[src/rtl/frame_capture.sv]
// Pixel stream to frame-buffer writer with one registered write stage and frame status.
// Define FRAME_CAPTURE_CHECK_EN to build the sticky geometry checker behind error_flag.
module frame_capture (
   input  logic        clk,
   input  logic        reset,
   input  logic [12:0] image_width,
   input  logic [12:0] image_height,
   input  logic        valid_data_in,
   input  logic        sof,
   input  logic        last_x,
   input  logic [7:0]  r,
   input  logic [7:0]  g,
   input  logic [7:0]  b,
   output logic        ready_out,
   input  logic        mem_ready,
   output logic        wr_en,
   output logic [31:0] wr_addr,
   output logic [31:0] wr_data,
   output logic        frame_done,
   output logic        error_flag,
   output logic [15:0] frame_count
);

   localparam logic [0:0] IDLE    = 1'b0;
   localparam logic [0:0] CAPTURE = 1'b1;

   logic [0:0]  state;
   logic [12:0] x;
   logic [12:0] y;
   logic [12:0] height_r;
   logic [31:0] pix_idx;
   logic        accept;
   logic        take;
   logic [12:0] eff_x;
   logic [12:0] eff_y;
   logic [12:0] eff_h;
   logic [31:0] eff_idx;
   logic        frame_end;

   // A new write may be loaded only when the output register is empty or draining this cycle.
   assign ready_out = mem_ready || !wr_en;
   assign accept    = valid_data_in && ready_out;
   assign take      = accept && (sof || (state == CAPTURE));

   // sof restarts position first so a sof+last_x beat is a one-pixel line.
   always_comb begin
      eff_x     = sof ? 13'd0 : x;
      eff_y     = sof ? 13'd0 : y;
      eff_h     = sof ? image_height : height_r;
      eff_idx   = sof ? 32'd0 : pix_idx;
      frame_end = last_x && (eff_y == (eff_h - 13'd1));
   end

   always_ff @(posedge clk or posedge reset) begin
      if (reset) begin
         state       <= IDLE;
         x           <= 13'd0;
         y           <= 13'd0;
         height_r    <= 13'd0;
         pix_idx     <= 32'd0;
         frame_count <= 16'd0;
      end else if (take) begin
         if (sof) begin
            height_r <= image_height;
         end
         pix_idx <= eff_idx + 32'd1;
         if (last_x) begin
            x <= 13'd0;
            y <= eff_y + 13'd1;
         end else begin
            x <= eff_x + 13'd1;
            y <= eff_y;
         end
         if (frame_end) begin
            state       <= IDLE;
            frame_count <= frame_count + 16'd1;
         end else begin
            state <= CAPTURE;
         end
      end
   end

   always_ff @(posedge clk or posedge reset) begin
      if (reset) begin
         wr_en      <= 1'b0;
         wr_addr    <= 32'd0;
         wr_data    <= 32'd0;
         frame_done <= 1'b0;
      end else begin
         frame_done <= take && frame_end;
         if (take) begin
            wr_en   <= 1'b1;
            wr_addr <= eff_idx;
            wr_data <= {8'h00, r, g, b};
         end else if (mem_ready) begin
            wr_en <= 1'b0;
         end
      end
   end

`ifdef FRAME_CAPTURE_CHECK_EN
   logic [12:0] width_r;
   logic [12:0] eff_w;
   logic        err_r;

   assign eff_w      = sof ? image_width : width_r;
   assign error_flag = err_r;

   always_ff @(posedge clk or posedge reset) begin
      if (reset) begin
         width_r <= 13'd0;
         err_r   <= 1'b0;
      end else if (take) begin
         if (sof) begin
            width_r <= image_width;
         end
         if ((last_x != (eff_x == (eff_w - 13'd1))) ||
             (sof && (state == CAPTURE) && ((x != 13'd0) || (y != 13'd0)))) begin
            err_r <= 1'b1;
         end
      end
   end
`else
   logic unused_geom;
   assign unused_geom = ^image_width;
   assign error_flag  = 1'b0;
`endif

endmodule

[config.mk]
export PLATFORM = sky130hd
export DESIGN_NAME = frame_capture
export DESIGN_NICKNAME = d
export VERILOG_FILES = /design/src/rtl/frame_capture.sv
export SDC_FILE = /design/constraint.sdc
export NUM_CORES = 1
export LEC_CHECK = 0
export BUFFER_PORTS_ARGS = -buffer_cell sky130_fd_sc_hd__buf_2
export CAP_MARGIN = 20
export CORE_MARGIN = 1.5
export CORE_UTILIZATION = 59
export DETAILED_ROUTE_END_ITERATION = 8
export PLACE_DENSITY_LB_ADDON = 0.3
export SKIP_CTS_REPAIR_TIMING = 1
export SLEW_MARGIN = 20
export SYNTH_ARGS = -nofsm -noshare
export SYNTH_HDL_FRONTEND = slang
export SYNTH_SLANG_ARGS = --single-unit
export TNS_END_PERCENT = 10
[constraint.sdc]
create_clock -name clk -period 10.3 [get_ports clk]
set_input_delay 1.03 -clock clk [delete_from_list [all_inputs] [get_ports clk]]
set_output_delay 1.03 -clock clk [all_outputs]
set_load 0.03 [all_outputs]
After elaboration in Yosys (flattened, before gate mapping)

Index checks and enable logic that the tools add are counted.

Register bits: 133
Latch bits: 0
RAM bits: 0
Memory bits (read-only): 0
Input bits: 56
Word-level logic and storage cells: 30
Memories: 0

Add/sub/neg operators: 4
$mul: 0
Div/mod/pow operators: 0
Order comparisons: 0
Equality and inequality tests: 1
Shift operators: 0
Multiplexer cells: 7
Bitwise logic cells: 0
Reductions and logical operators: 9

Operators by type and width:

| cell                                               | number |
|---|---|
| 2-to-1 mux 13 bit                                  | 3 |
| adder 32 x 1 -> 32 bit, second input constant      | 1 |
| 2-to-1 mux 32 bit                                  | 1 |
| adder 16 x 1 -> 16 bit, second input constant      | 1 |
| adder 13 x 1 -> 13 bit, second input constant      | 1 |
| == test 13 bit                                     | 1 |
| subtractor 13 x 1 -> 13 bit, second input constant | 1 |
| logical AND 1 bit                                  | 4 |
| 2-to-1 mux 1 bit                                   | 3 |
| logical OR 1 bit                                   | 2 |
| AND reduction 2 bit                                | 1 |
| nonzero test 2 bit                                 | 1 |
| zero test 1 bit                                    | 1 |

Longest topological paths before layout

Gate-level depths: netlist (run 1).

Depth in word-level cells: 5
Mapped depth: 15

Worst setup path before layout (run 1)

OpenSTA, ideal clock, no wires.

Path type: input to register
Start: input sof
End: register frame_count[1]
Setup time: 128 ps
Arrival time: 4581 ps
Required time: 10172 ps
Path slack: 5592 ps
Stages: 14
Path buffers: 5
Cells stage by stage: buf_6 clkbuf_1 clkbuf_1 clkbuf_1 buf_1 mux2i_1 ha_1 nor4b_1 a2bb2o_1 nor3_1 mux2i_1 nor3b_2 nand2_1 mux2_1

Cells in the longest elaborated chain, start to end: 5
Elaborated cells between the ends (all ways): 8
Those cells by class: add/sub (1); eq/ne (1); mux (2); reduce/logical (4)

Ends and longest elaborated chain:

| item                                     | line | text |
|---|---|---|
| start: declaration                       | 9    | `input logic sof,` |
| 2-to-1 mux 13 bit                        | n/a  |  |
| subtractor 13 x 1 -> 13 bit              | 51   | `frame_end = last_x && (eff_y == (eff_h - 13'd1));` |
| == test 13 bit                           | 51   |  |
| logical AND 1 bit                        | 51   |  |
| AND reduction 2 bit (no source line) (*) | n/a  |  |
| end signal: assignment                   | 76   | `frame_count <= frame_count + 16'd1;` |
| end: declaration                         | 21   | `output logic [15:0] frame_count` |

Mark *: on every way between the ends. The rest lies on a longest branch, timed or not.
A chain may end at the register's enable or synchronous reset.

Final worst setup path (run 1)

Ends and elaborated chain as after synthesis.

==> run_results.csv, run 1 <==
group,metric,value,unit
synth,syn_area,6690,um2
drt,post_drt_wl_per_cell,15.3,um
die,num_io_pins,140,
synth,synth_cell_types,60,
synth,synth-async-reset-ratio,100,%
synth,synth_top_area_share,49.7,%
setup_path,required,10.60,ns
drt,topRoutingLayerUsed,"met4",
synth,yosys-top-cells-area,"dfrtp_1 (50%), nand2_1 (11%), xnor2_1 (5.5%)",
die,die_y,110,um
cells_and_area,n_antenna_cell,0,
power,p_int,1.01,mW
place,dp.cells,947,
cells_and_area,multi_input_area,3170,um2
synth,yosysTopAreaCell,"dfrtp_1",
timing,slew_viol_final,0,
die,die-area,12000,um2
cells_and_area,regArea,3330,um2
power,p_total,1.39,mW
drt,wl_met2,7.23,mm
grt,grt_overflow_total,0,
die,rows,38,
power,p_leak,3.81,nW
synth,avgSynthCellArea,9.28,um2
cells_and_area,nets,886,
die,core_area,10900,um2
clock_tree,root_buffer,"clkbuf_16",
cells_and_area,layout-drive-gt1-share,20.8,%
timing,rsz0062_at_grt,"false",
timing,fin_skew,0.00683,ns
job,cap_violations,0,
grt,grt_antenna_before_repair,0,
setup_path,end_kind,"register",
grt,grt_pass1_wl,24.8,mm
timing,fmaxAchievable,0.227,GHz
timing,setup_viol,0,
power,p_sw,382,uW
drt,avgViaCountPerCell,5.68,
synth,synthFlopType,"dfrtp_1",
power,power_density,176,nW/um2
cells_and_area,syn_to_final_growth,18.5,%
synth,synth_edf_count,0,
clock_tree,path_clk_slew,0.06,ns
timing,hold_viol_final,0,
synth,synthCells,721,
power,combPwrFrac,13.5,%
place,place_area,7330,um2
timing,whs,0.459,ns
grt,grt_max_degree,110,
die,die_w,110,um
power,p_sw_share,27.4,%
hold_path,hold_class,"reg -> reg",
timing,finalCriticalPeriod,4.40,ns
grt,first_global_vias,5231,
setup_path,path_class,"in -> reg",
place,place_congestion,0.920,
clock_tree,cts_tree,"done",
status,outcome,"finished, final reports clean",
drt,drt_iter0_drc,470,
grt,grt_usage,26.3,%
die,start_util,61.2,%
clock_tree,cts_sinks,133,
cells_and_area,fin_area,7930,um2
timing,tns,0,ns
place,numPortBuffers,117,
drt,wl_met3,827,um
setup_path,critPathMaxFanout,109,
timing,worst_pin_slew,0.955,ns
clock_tree,htree_levels,4,
drt,dr.pass1.iters,5,
drt,ant_nets,0,
drt,wl_met1,6.70,mm
setup_path,critPathLaunchType,"input pin",
timing,final.period_utilization,42.7,%
clock_tree,worstSkewPairLatency,0.42,ns
place,hpwl,9.45,mm
power,ir_worst_vdd,0.000113,V
power,power.share.clock,44.5,%
setup_path,arrival,4.70,ns
drt,drcViolationCount,0,
timing,max_slew_margin,36.3,%
synth,ys_seq_elements,133,
drt,wl,15.0,mm
drt,num_vias,5557,
clock_tree,cts_made_buffers,17,
cells_and_area,stdcell_count,978,
clock_tree,clk_path_buf_depth,2,
synth,yosysWarnings,0,
synth,synth_seq_area_share,49.7,%
power,p_seq_share,42.0,%
cells_and_area,fillers,791,
## cell usage in the layout, fill, tap and decap left out, drive strengths merged, types with 4 or more instances in the layout
| master | count |
|---|---|
| buf | 122 |
| dfrtp | 133 |
| nand3 | 24 |
| ha | 4 |
| nand3b | 27 |
| xor2 | 16 |
| nor2 | 24 |
| and2 | 6 |
| o22ai | 5 |
| clkinv | 7 |
| o21ai | 37 |
| xnor2 | 42 |
| mux2 | 11 |
| mux2i | 8 |
| nor2b | 9 |
| nand2 | 199 |
| conb | 9 |
| o211ai | 4 |
| nor3b | 6 |
| a21oi | 5 |
| clkbuf | 19 |
| and3 | 11 |
| nor4 | 5 |
| inv | 8 |
| nand2b | 6 |
| o31ai | 5 |
| a31oi | 4 |
| nor3 | 16 |
| nand4 | 19 |
| or3 | 8 |
## final cells by class
type / count / share of cell area (%)
well taps: 140 / 2.21
multi-input cells: 544 / 39.9
flip-flops and latches: 133 / 41.9
repair buffers: 122 / 7.85
clock buffers: 19 / 5.71
clock inverters: 12 / 1.96
inverters: 8 / 0.410
## synth_stat cells, drive strengths merged (2+ instances only)
cell,n
a21oi,5
a22o,3
a22oi,2
a31oi,4
a32oi,2
and2,6
and3,11
and4,2
buf,13
clkbuf,31
dfrtp,133
ha,4
inv,8
mux2,11
mux2i,8
nand2,199
nand2b,6
nand3,24
nand3b,27
nand4,19
nand4b,2
nor2,24
nor2b,9
nor3,16
nor3b,6
nor4,5
nor4b,2
nor4bb,2
o211ai,4
o21a,2
o21ai,37
o22ai,5
o31ai,5
o32a,2
or3,8
or3b,2
xnor2,42
xor2,16
## critical path: stages
cell and delay (ns):
buf_2 0.07, buf_4 0.69, mux2i_1 0.34, ha_1 0.34, nor4b_1 0.33, a2bb2o_1 0.36, nor3_1 0.22, mux2i_1 0.23
nor3b_2 0.52, nand2_1 0.17, mux2_1 0.34
## logic make-up after synthesis
kind of cell / count (synthesis) / synth area share [%]
simple gates: 374 / 27.5
flops: 133 / 49.7
compound gates: 80 / 7.78
xor+xnor: 58 / 7.59
buf+inv: 52 / 3.57
mux: 19 / 3.05
fa+ha+maj: 4 / 0.748
other cells: 1 / 0.0560
## stage by stage
stage / utilization, % / setup slack (ns)
5_1_grt: 72.6 / 5.63
2_1_floorplan: - / 5.59
6_report: 72.6 / 5.90
3_5_place_dp: 67.0 / 5.55
4_1_cts: 72.6 / 5.94
3_3_place_gp: 67.0 / 5.60
## worst paths after layout
path,start,end,slack [ns],cells after the start
setup reg to reg,height_r[0],frame_count[1],6.99,9
hold reg to reg,wr_addr[4],wr_addr[4],0.46,2
max in group asynchronous,reset,y[2],8.15,3
hold / removal,wr_addr[4],wr_addr[4],0.46,2
min in group asynchronous,reset,frame_count[13],0.72,2
setup / recovery,sof,frame_count[1],5.90,11
## sequential cells by signal, summed over array words and instances, names as in the netlist, 13 cells and up
signal / flops
frame_count: 16
height_r: 13
pix_idx: 32
wr_addr: 32
wr_data: 24
y: 13
## metal layers
metal	vias up	track usage, %
li1	2670	-
met1	2689	35.4
met2	177	42.3
met3	21	6.05
met4	0	8.63
met5	-	0
## power by group through the flow
stage | Combinational [mW] | Clock, mW | Sequential (mW)
after floorplan | 0.112 | 0 | 0.618
after global placement | 0.183 | 0 | 0.591
after detailed placement | 0.189 | 0 | 0.592
after CTS | 0.190 | 0.624 | 0.585
after global routing | 0.208 | 0.649 | 0.590
final | 0.188 | 0.620 | 0.585
Note: power is estimated with default switching activity, not from simulation.
==> run 2: changes to the inputs <==
- CORE_UTILIZATION: 59 -> 55
- clock period: 10.3 -> 4.1 ns (I/O delays scaled with it)
==> run 2 against run 1 <==
Compared with the run above:
- worst hold slack lost 0.31 ns
- clock power grew 110%
- largest cell class unchanged
- routed wire length shrank 2.4%
- highest routed layer unchanged
- final area shrank 0.84%
- critical path depth shrank 2
- critical path type is now reg -> reg
- cell count grew 0.92%
- critical endpoint unchanged
- clock skew grew 0.0019 ns
- combinational power grew to 2.5 times the previous value
==> run_results.csv, run 2 (synthesis gave the netlist of run 1 again) <==
group,metric,value,unit
status,outcome,"finished, final reports clean",
power,combPwrFrac,14.6,%
clock_tree,worstSkewPairLatency,0.40,ns
drt,num_vias,5559,
timing,hold_viol_final,0,
job,cap_violations,0,
cells_and_area,top_regs,"pix_idx: 32 flops, wr_addr: 32 flops, wr_data: 24 flops",
setup_path,worstPathCellList,"mux2i_1 > ha_1 > nor4b_1 > a2bb2o_1 > nor3_1 > mux2i_1 > nor3b_2 > nand2_1 > mux2_1",
grt,grt_usage,23.6,%
power,p_int,2.33,mW
setup_path,r2r_slack,0.78,ns
setup_path,critPathMaxFanout,8,
setup_path,r2r_cells,9,
setup_path,worstReg2RegStart,"height_r[0]",
setup_path,critPathBufInv,0,
power,p_leak,3.78,nW
clock_tree,cts_made_buffers,17,
timing,final.period_utilization,81.0,%
drt,drt_iter0_drc,454,
timing,slew_viol_final,0,
hold_path,hold_class,"in -> async",
setup_path,cpMaxStageDelayCell,"nor3b_2",
clock_tree,path_clk_slew,0.06,ns
die,start_util,56.0,%
cells_and_area,fin_util,65.8,%
place,place_area,7360,um2
die,die_w,113,um
timing,worst_pin_slew,0.885,ns
power,p_sw_share,28.5,%
grt,first_global_vias,5168,
cells_and_area,nets,889,
timing,setup_viol,0,
cells_and_area,layout-drive-gt1-share,20.7,%
setup_path,required,4.38,ns
cells_and_area,fillers,957,
setup_path,end_kind,"register",
drt,drcViolationCount,0,
timing,fin_skew,0.00870,ns
clock_tree,htree_levels,4,
setup_path,path_depth,9,
setup_path,worstSetupStartpoint,"height_r[0]",
clock_tree,clk_path_buf_depth,2,
setup_path,cp_common_cell,"mux2i_1",
drt,dr.pass1.iters,5,
cells_and_area,final_cell_mix,"nand2_1 (198), dfrtp_1 (133), buf_2 (117), xnor2_1 (42), o21ai_0 (37)",
setup_path,slowest_delay,0.54,ns
clock_tree,root_buffer,"clkbuf_16",
cells_and_area,syn_to_final_growth,17.5,%
power,p_seq_share,45.0,%
die,die-area,12800,um2
die,core_area,12000,um2
power,power.share.clock,40.4,%
clock_tree,cts_sinks,133,
drt,ant_nets,0,
drt,post_drt_wl_per_cell,14.8,um
cells_and_area,layout_commonest_cell,"nand2_1",
setup_path,path_class,"reg -> reg",
cells_and_area,n_antenna_cell,0,
cells_and_area,fin_area,7870,um2
grt,grt_max_degree,80,
die,rows,40,
setup_path,arrival,3.60,ns
drt,wl,14.6,mm
timing,fmaxAchievable,0.301,GHz
power,p_sw,930,uW
grt,grt_overflow_total,0,
setup_path,cp_top_family,"simple AND/OR/NAND/NOR gates",
setup_path,rr_endpoint,"frame_count[1]",
setup_path,critPathLaunchType,"register",
clock_tree,cts_tree,"done",
place,hpwl,9.85,mm
timing,tns,0,ns
power,p_total,3.26,mW
timing,rsz0062_at_grt,"false",
die,die_y,113,um
power,ir_worst_vdd,0.000313,V
place,place_congestion,0.933,
setup_path,endpoint,"frame_count[1]",
timing,finalCriticalPeriod,3.32,ns
grt,grt_pass1_wl,24.4,mm
power,power_density,415,nW/um2
die,num_io_pins,140,
grt,grt_antenna_before_repair,0,
timing,max_slew_margin,40.8,%
drt,avgViaCountPerCell,5.63,
place,numPortBuffers,117,
-- run 2: changes by cell type in the layout (fill, tap and decap cells not counted), sizes merged --
cell / before / now
bufinv: 3 / 0
clkinvlp: 2 / 3
clkbuf: 19 / 20
buf: 122 / 125
-- run 2: area by class of cell --
cell class	count	area [um2]	area share, %
clock buffer	20	447	5.68
tap	147	184	2.34
timing repair buffer	125	646	8.21
inverter	8	35.0	0.445
clock inverter	10	61.3	0.779
multi-input combinational	544	3170	40.3
sequential	133	3330	42.3
-- run 2: worst min-delay path by stage --
| stage | from | endpoint |
|---|---|---|
| 2_1_floorplan | pix_idx[15] | pix_idx[15] |
| 3_3_place_gp | wr_addr[24] | wr_addr[24] |
| 3_5_place_dp | wr_addr[24] | wr_addr[24] |
| 4_1_cts | b[6] | wr_data[6] |
| 5_1_grt | r[5] | wr_data[21] |
| 6_report | reset | frame_count[3] |
-- run 2: stage by stage --
step	hold WS, ns	cells	worst slack (ns)
2_1_floorplan	0.460	729	0.0118
3_3_place_gp	0.445	957	0.635
3_5_place_dp	0.451	957	0.539
4_1_cts	0.183	987	0.819
5_1_grt	0.190	987	0.521
6_report	0.145	987	0.781
-- run 2: worst reg2reg max path, cell delays in order (launching register included) --
cell      delay, ns
dfrtp_1        0.43
mux2i_1        0.19
ha_1           0.33
nor4b_1        0.35
a2bb2o_1       0.36
nor3_1         0.24
mux2i_1        0.24
nor3b_2        0.54
nand2_1        0.19
mux2_1         0.33
-- run 2: power by group through the flow --
stage          registers [mW]  logic [mW]  clock network (mW)
3_5_place_dp             1.49       0.479                   0
2_1_floorplan            1.55       0.281                   0
5_1_grt                  1.48       0.524                1.40
6_report                 1.47       0.475                1.32
3_3_place_gp             1.49       0.467                   0
4_1_cts                  1.47       0.480                1.34
-- run 2: per-layer routing --
metal / global-route usage, % / share of wire (%) / wire (um) / up-vias
li1: - / - / - / 2677
met1: 33.0 / 47 / 6850 / 2694
met2: 36.4 / 47 / 6910 / 176
met3: 5.09 / 4.7 / 684 / 12
met4: 8.50 / 1.1 / 165 / 0
met5: 0 / 0 / 0 / -
